<file path="src/rtl/fb_port_arbiter.sv">
// Single-port framebuffer BRAM arbiter: scanout reads have priority, and a
// starvation counter forces a cpu access through after STARVE_MAX lost conflicts.
module fb_port_arbiter #(
  parameter int ADDR_W     = 14,
  parameter int DATA_W     = 18,
  parameter int STARVE_MAX = 15
) (
  input  logic              clock,
  input  logic              reset,
  input  logic              vid_req,
  input  logic [ADDR_W-1:0] vid_addr,
  output logic              vid_ack,
  output logic [DATA_W-1:0] vid_rdata,
  output logic              vid_rvalid,
  input  logic              cpu_req,
  input  logic              cpu_we,
  input  logic [ADDR_W-1:0] cpu_addr,
  input  logic [DATA_W-1:0] cpu_wdata,
  output logic              cpu_ack,
  output logic [DATA_W-1:0] cpu_rdata,
  output logic              cpu_rvalid,
  output logic              vid_stall,
  output logic [ADDR_W-1:0] bram_addr,
  output logic [DATA_W-1:0] bram_wdata,
  output logic              bram_wenable,
  input  logic [DATA_W-1:0] bram_rdata
);

  localparam logic [7:0] STARVE_LIM = 8'(STARVE_MAX);

  logic [7:0] starve_cnt_q, starve_cnt_d;
  logic       vid_rvalid_q, vid_rvalid_d;
  logic       cpu_rvalid_q, cpu_rvalid_d;
  logic       vid_stall_q, vid_stall_d;
  logic       grant_vid, grant_cpu;

  always_comb begin
    grant_vid    = 1'b0;
    grant_cpu    = 1'b0;
    bram_addr    = '0;
    bram_wdata   = '0;
    bram_wenable = 1'b0;
    if (!reset) begin
      if (vid_req && cpu_req) begin
        grant_cpu = (starve_cnt_q == STARVE_LIM);
        grant_vid = !grant_cpu;
      end else begin
        grant_vid = vid_req;
        grant_cpu = cpu_req;
      end
    end
    if (grant_vid) begin
      bram_addr = vid_addr;
    end else if (grant_cpu) begin
      bram_addr    = cpu_addr;
      bram_wdata   = cpu_wdata;
      bram_wenable = cpu_we;
    end
  end

  always_comb begin
    starve_cnt_d = starve_cnt_q;
    if (!cpu_req || grant_cpu) begin
      starve_cnt_d = '0;
    end else if (starve_cnt_q < STARVE_LIM) begin
      starve_cnt_d = starve_cnt_q + 8'd1;
    end
    vid_rvalid_d = grant_vid;
    cpu_rvalid_d = grant_cpu && !cpu_we;
    vid_stall_d  = vid_stall_q || (vid_req && !grant_vid);
  end

  always_ff @(posedge clock) begin
    if (reset) begin
      starve_cnt_q <= '0;
      vid_rvalid_q <= 1'b0;
      cpu_rvalid_q <= 1'b0;
      vid_stall_q  <= 1'b0;
    end else begin
      starve_cnt_q <= starve_cnt_d;
      vid_rvalid_q <= vid_rvalid_d;
      cpu_rvalid_q <= cpu_rvalid_d;
      vid_stall_q  <= vid_stall_d;
    end
  end

  // Read valids are masked while reset is high so an access acked just
  // before reset never surfaces a stray rvalid.
  assign vid_ack    = grant_vid;
  assign cpu_ack    = grant_cpu;
  assign vid_rvalid = vid_rvalid_q && !reset;
  assign cpu_rvalid = cpu_rvalid_q && !reset;
  assign vid_rdata  = bram_rdata;
  assign cpu_rdata  = bram_rdata;
  assign vid_stall  = vid_stall_q;

endmodule

</file>
<file path="config.mk">
export PLATFORM = sky130hd
export DESIGN_NAME = fb_port_arbiter
export DESIGN_NICKNAME = d
export VERILOG_FILES = /design/src/rtl/fb_port_arbiter.sv
export SDC_FILE = /design/constraint.sdc
export NUM_CORES = 1
export LEC_CHECK = 0
export ABC_AREA = 0
export CELL_PAD_IN_SITES_DETAIL_PLACEMENT = 0
export CELL_PAD_IN_SITES_GLOBAL_PLACEMENT = 2
export CORE_MARGIN = 2
export CORE_UTILIZATION = 11
export DETAILED_ROUTE_END_ITERATION = 7
export PLACE_DENSITY_LB_ADDON = 0.1
export SETUP_SLACK_MARGIN = 0.1
export SYNTH_ARGS = -nofsm -noshare
export SYNTH_HDL_FRONTEND = slang
export SYNTH_SLANG_ARGS = --single-unit
</file>
<file path="constraint.sdc">
create_clock -name clock -period 3.9 [get_ports clock]
set_input_delay 0.975 -clock clock [delete_from_list [all_inputs] [get_ports clock]]
set_output_delay 0.975 -clock clock [all_outputs]
set_load 0.02 [all_outputs]
</file>
==> results of run 1 <==
==> worst min-delay path, cell delays in order (launching register included) <==
cell and delay (ns):
dfxtp_1 0.33, a41oi_1 0.05, nor2_1 0.07
==> repair_timing <==
action | 4_1_cts | 5_1_grt
resized for setup | 10 | 4
hold endpoints to repair | 0 | 0
setup endpoints to repair | 10 | 4
==> registers in the layout, indices dropped and copies added (netlist names) <==
signal and flops:
vid_rvalid_q 1, starve_cnt_q 8, vid_stall 1, cpu_rvalid_q 1
==> cell families after synthesis <==
| kind of cell | share of synthesized area, % |
|---|---|
| AO/OA/AOI/OAI | 20.64 |
| adder cells (fa/ha/maj) | 1.193 |
| buffers and inverters | 32.82 |
| flip-flops | 21.00 |
| AND/OR/NAND/NOR | 24.35 |
==> worst paths after layout <==
kind                         to             from  slack (ns)
hold reg to reg       vid_stall        vid_stall        0.49
hold / removal        vid_stall        vid_stall        0.49
setup / recovery  bram_wdata[7]          cpu_req        0.24
setup reg to reg   cpu_rvalid_q  starve_cnt_q[7]        2.27
==> stage by stage <==
step                      cells  power, uW
after global placement      305      264.0
after floorplan             125      220.7
after CTS                   309      377.6
final                       309      370.8
after global routing        309      391.8
after detailed placement    305      262.8
==> per-layer routing <==
metal | vias up | wire length, um | part of all wire, % | track usage, %
met2 | 68 | 2031 | 50 | 13.16
met3 | 15 | 503 | 12 | 3.865
met5 | - | 0 | 0 | 0
met1 | 519 | 1498 | 37 | 8.302
met4 | 0 | 59 | 1.4 | 2.391
li1 | 533 | - | - | -
==> cells in the mapped netlist (all sizes together) <==
cell           n  area share [%]
inv            2            0.72
o31ai          1            0.72
dfxtp         11              21
nor2           2            0.72
nor4           1            0.60
o31a           2             1.8
clkbuf         5             3.0
nand3          3             1.4
buf           38              28
dlymetal6s2s   1             1.2
o21ai          1            0.84
nor2b          3             1.8
ha             1             1.2
a21o           1            0.72
or3            1            0.72
and2           1            0.60
and3          24              14
or4            2             1.8
nand2          4             1.4
a21oi          5             2.4
a32o          14              13
and3b          1            0.84
a41oi          1            0.84
==> power groups by stage <==
stage,registers [uW],clock network [uW],logic (uW)
final,115,116,140
after CTS,115,121,142
after floorplan,117,0,104
after global routing,115,127,150
after detailed placement,117,0,146
after global placement,117,0,147
==> layout make-up <==
type	instances	area [um^2]	area share (%)
timing repair buffer	95	968.4	51.22
multi-input combinational	68	486.7	25.74
sequential	11	220.2	11.65
tap	129	161.4	8.537
clock buffer	3	41.29	2.184
inverter	2	7.507	0.3971
clock inverter	1	5.005	0.2647
==> reports/qor.csv, run 1 <==
stage,metric,value,unit
floorplan,die_area,10330,um^2
layout,finish.utilization,20.46,%
layout,drive_gt1_share,9.444,%
setup_path,max_stage_delay,0.61,ns
pwr,clkPwrFrac,31.4,%
sta,final.period_utilization,93.93,%
run,maxCapViolations,0,
placed_design,io_buffers,88,
sta,worst_slack,0.2368,ns
layout,fin_area,1891,um^2
pwr,p_switching,102.5,uW
floorplan,rows,35,
pwr,p_leak,0.0008264,uW
placed_design,dpl_cell_area,1847,um^2
sta,rsz0062_at_grt,false,
clock_network,cts.hold.buffers_added,0,
clock_network,cts_buffers,3,
setup_path,worstPathRequired,2.92,ns
setup_path,cpLargestDelayFamily,buffers and inverters,
setup_path,cp_max_fo,35,
global_route,grt_pass1_vias,1267,
pwr,p_comb_share,37.7,%
setup_path,arrival,2.69,ns
placed_design,dp.final_hpwl,3347,um
pwr,p_per_area,196.1,nW/um^2
sta,maxSlewHeadroom,54.16,%
clock_network,clock_path_buffers,2,
sta,finalHoldViolations,0,
clock_network,cts_sinks,11,
logic_synthesis,synth_area,1049,um^2
detailed_routing,drc,0,
detailed_routing,vias,1135,
sta,setup_violations,0,
clock_network,cts_tree,done,
placed_design,gp_congestion,0.6778,
setup_path,endpoint_kind,output pin,
logic_synthesis,synthCells,125,
setup_path,cp_common_cell,clkdlybuf4s50_1,
detailed_routing,dr.pass1.iters,4,
pwr,p_int,268.3,uW
global_route,gr-usage-all-layers,7.697,%
sta,slew_violations,0,
setup_path,critPathLaunchType,input port,
floorplan,die_x,101.6,um
clock_network,cts-root-buf,clkbuf_8,
logic_synthesis,syn_avg_cell_area,8.388,um^2
layout,antenna_cells,0,
sta,worst_pin_slew,0.6813,ns
layout,layout.nets,251,
logic_synthesis,ys_ff_latch,11,
detailed_routing,viasPerCell,3.673,
pwr,ir_drop,0.00006984,V
detailed_routing,final_antenna_net_count,0,
sta,timing.fmax,273.0,MHz
sta,fin_crit,3.663,ns
clock_network,cts-htree-levels,1,
setup_path,reg2reg_depth,4,
logic_synthesis,yosysUniqueCellTypes,29,
global_route,globalRouteOverflowTotal,0,
pwr,p_sw_share,27.64,%
sta,finalSetupTns,0,ns
floorplan,initial_core_util,11.35,%
floorplan,io_pins,143,
setup_path,slowest_stage,clkdlybuf4s50_1,
logic_synthesis,ys_warn_count,0,
clock_network,clk_latency,0.24,ns
detailed_routing,wl,4093,um
clock_network,cts_setup_buffers,0,
outcome,status,finished clean,
worst_hold_path,hold_depth,2,
logic_synthesis,syn_nets,195,
global_route,grt_max_degree,36,
placed_design,dpl_worst_slack,0.07246,ns
layout,syn_to_final_growth,80.31,%
global_route,antenna_found_initial,0,
floorplan,fp.dieH,101.6,um
setup_path,cp.depth,6,
sta,skew,0.005586,ns
setup_path,path_buf_inv,4,
worst_hold_path,worstHoldPathType,reg2reg,
pwr,pwr-share-seq,30.9,%
clock_network,clk_pin_slew,0.05,ns
floorplan,core,9240,um^2
setup_path,crit_chain,clkdlybuf4s50_1 > inv_1 > nor2_2 > buf_12 > and3_1 > clkdlybuf4s50_1,
detailed_routing,drtIter0Drc,31,
layout,layout_commonest_cell,clkdlybuf4s50_1,
setup_path,worstSetupPathType,in2out,
global_route,grt_pass1_wl,6223,um
detailed_routing,avgRoutedWirePerCell,13.25,um
logic_synthesis,synth_seq_area_share,21.00,%
layout,nFillCells,1038,
sta,whs,0.4884,ns
layout,final_cell_mix,"clkdlybuf4s50_1, and3_1, a32o_1",
(Power assumes the default switching activity.)
==> run 2: changes to the inputs <==
CORE_UTILIZATION = 29   (was 11)
DONT_BUFFER_PORTS = 1   (was default)
==> run 2 against run 1 <==
Effect of this change: utilization up 3.6 points; final area down 57%; non-clock buffer count down 92; power down 34%; critical path type unchanged; critical endpoint is now bram_addr[2].
==> reports/qor.csv, run 2 (synthesis results as in run 1) <==
stage,metric,value,unit,change
detailed_routing,dr.pass1.iters,2,,-2
layout,nFillCells,399,,-62%
setup_path,r2r_setup_slack,2.28,ns,about the same
layout,largest_reg_flops,8,,unchanged
detailed_routing,drtIter0Drc,18,,-42%
outcome,status,finished clean,,
sta,finalSetupTns,0,ns,unchanged
clock_network,cts_sinks,11,,unchanged
setup_path,worstPathRequired,2.92,ns,about the same
clock_network,cts_tree,done,,
layout,drive_gt1_share,13.64,%,+4.2 points
worst_hold_path,worstHoldPathType,reg2reg,,
worst_hold_path,hold_end,starve_cnt_q[6],,
setup_path,reg2reg_to,starve_cnt_q[3],,
sta,worst_pin_slew,0.6879,ns,+0.006574 ns
placed_design,dp.final_hpwl,2172,um,-35%
worst_hold_path,min-delay-start,starve_cnt_q[6],,
setup_path,reg2reg_from,starve_cnt_q[7],,
run,maxCapViolations,0,,unchanged
detailed_routing,viasPerCell,5.582,,+52%
global_route,gr-usage-all-layers,12.10,%,+4.4 points
clock_network,cts_setup_buffers,0,,unchanged
layout,largest-register,starve_cnt_q,,
detailed_routing,vias,748,,-34%
sta,rsz0062_at_grt,false,,
global_route,grt_max_degree,36,,unchanged
setup_path,reg2reg_depth,3,,-1
placed_design,dpl_cell_area,794.5,um^2,-57%
detailed_routing,wl,2694,um,-34%
detailed_routing,avgRoutedWirePerCell,20.10,um,+52%
clock_network,cts-htree-levels,1,,unchanged
floorplan,initial_core_util,30.70,%,+19 points
global_route,grt_pass1_wl,3781,um,-39%
detailed_routing,final_antenna_net_count,0,,unchanged
setup_path,cp_max_fo,15,,-57%
sta,whs,0.5020,ns,+0.01356 ns
clock_network,cts_buffers,3,,unchanged
pwr,totalPowerFinal,243.8,uW,-34%
floorplan,core,3416,um^2,-63%
clock_network,clk_latency,0.26,ns,+0.02 ns
clock_network,cts.repair.resized,0,,-10
clock_network,cts.hold.buffers_added,0,,unchanged
floorplan,die_x,64.13,um,-37%
sta,setup_violations,0,,unchanged
setup_path,worstSetupPathType,in2out,,
floorplan,io_pins,143,,unchanged
placed_design,io_buffers,0,,-100%
setup_path,endpoint_kind,output pin,,
sta,slew_violations,0,,unchanged
sta,skew,0.001077,ns,-0.004509 ns
layout,syn_to_final_growth,-21.72,%,
setup_path,arrival,2.20,ns,-0.49 ns
worst_hold_path,hold_depth,1,,-1
global_route,globalRouteOverflowTotal,0,,unchanged
layout,fin_area,820.8,um^2,-57%
clock_network,clk_pin_slew,0.07,ns,+0.02 ns
sta,maxSlewHeadroom,53.72,%,-0.44 points
clock_network,cts-root-buf,clkbuf_4,,
global_route,grt_pass1_vias,656,,-48%
floorplan,die_area,4113,um^2,-60%
placed_design,gp_congestion,0.7355,,+8.5%
detailed_routing,drc,0,,unchanged
layout,layout.nets,159,,-37%
sta,fin_crit,3.174,ns,-0.4894 ns
layout,layout_commonest_cell,and3_1,,
setup_path,critPathLaunchType,input port,,
floorplan,rows,21,,-40%
clock_network,clock_path_buffers,2,,unchanged
pwr,ir_drop,0.00007610,V,+9.0%
layout,antenna_cells,0,,unchanged
global_route,antenna_found_initial,0,,unchanged
pwr,p_leak,0.0003584,uW,-57%
sta,final.period_utilization,81.38,%,-13 points
sta,timing.fmax,315.1,MHz,+15%
layout,final_cell_mix,"and3_1, a32o_1, dfxtp_1",,
floorplan,fp.dieH,64.13,um,-37%
sta,finalHoldViolations,0,,unchanged
pwr,p_per_area,297.0,nW/um^2,+51%
run 2: final cells by class:
class | count | area [um^2] | share of cell area, %
Sequential cell | 11 | 220.2 | 26.83
Clock buffer | 4 | 26.28 | 3.201
Tap cell | 46 | 57.56 | 7.012
Timing Repair Buffer | 3 | 22.52 | 2.744
Multi-Input combinational cell | 68 | 486.7 | 59.30
Inverter | 2 | 7.507 | 0.9146
run 2: power breakdown:
group          switching, uW  leakage, uW  internal [uW]
logic                   38.7     0.000254           15.0
registers              0.804    0.0000891            114
clock network           36.1    0.0000150           39.5
total                   75.6     0.000358            168
run 2: critical path, stage by stage:
cell	delay (ns)
nor2b_1	0.32
o31a_1	0.54
a32o_1	0.36
run 2: how the worst max path moves through the flow:
stage,start,slack [ns],cells after the start,end
after global routing,vid_req,0.57,3,bram_addr[10]
after floorplan,vid_req,0.99,4,bram_addr[10]
after detailed placement,vid_req,0.69,3,bram_addr[10]
final,vid_req,0.73,3,bram_addr[2]
after global placement,vid_req,0.73,3,bram_addr[0]
after CTS,vid_req,0.69,3,bram_addr[10]
run 2: layer usage:
| metal | global-route usage [%] | wire, um | vias to the layer above |
|---|---|---|---|
| li1 | - | - | 349 |
| met1 | 12.94 | 946 | 327 |
| met2 | 20.96 | 1444 | 68 |
| met3 | 5.458 | 272 | 4 |
| met4 | 4.255 | 31 | 0 |
| met5 | 0 | 0 | - |
run 2: through the flow:
step / setup slack [ns] / std cells / util (%)
after floorplan: 0.9870 / 125 / -
after global placement: 0.7332 / 130 / 23.26
after detailed placement: 0.6919 / 130 / 23.26
after CTS: 0.6910 / 134 / 24.03
after global routing: 0.5665 / 134 / 24.03
final: 0.7261 / 134 / 24.03
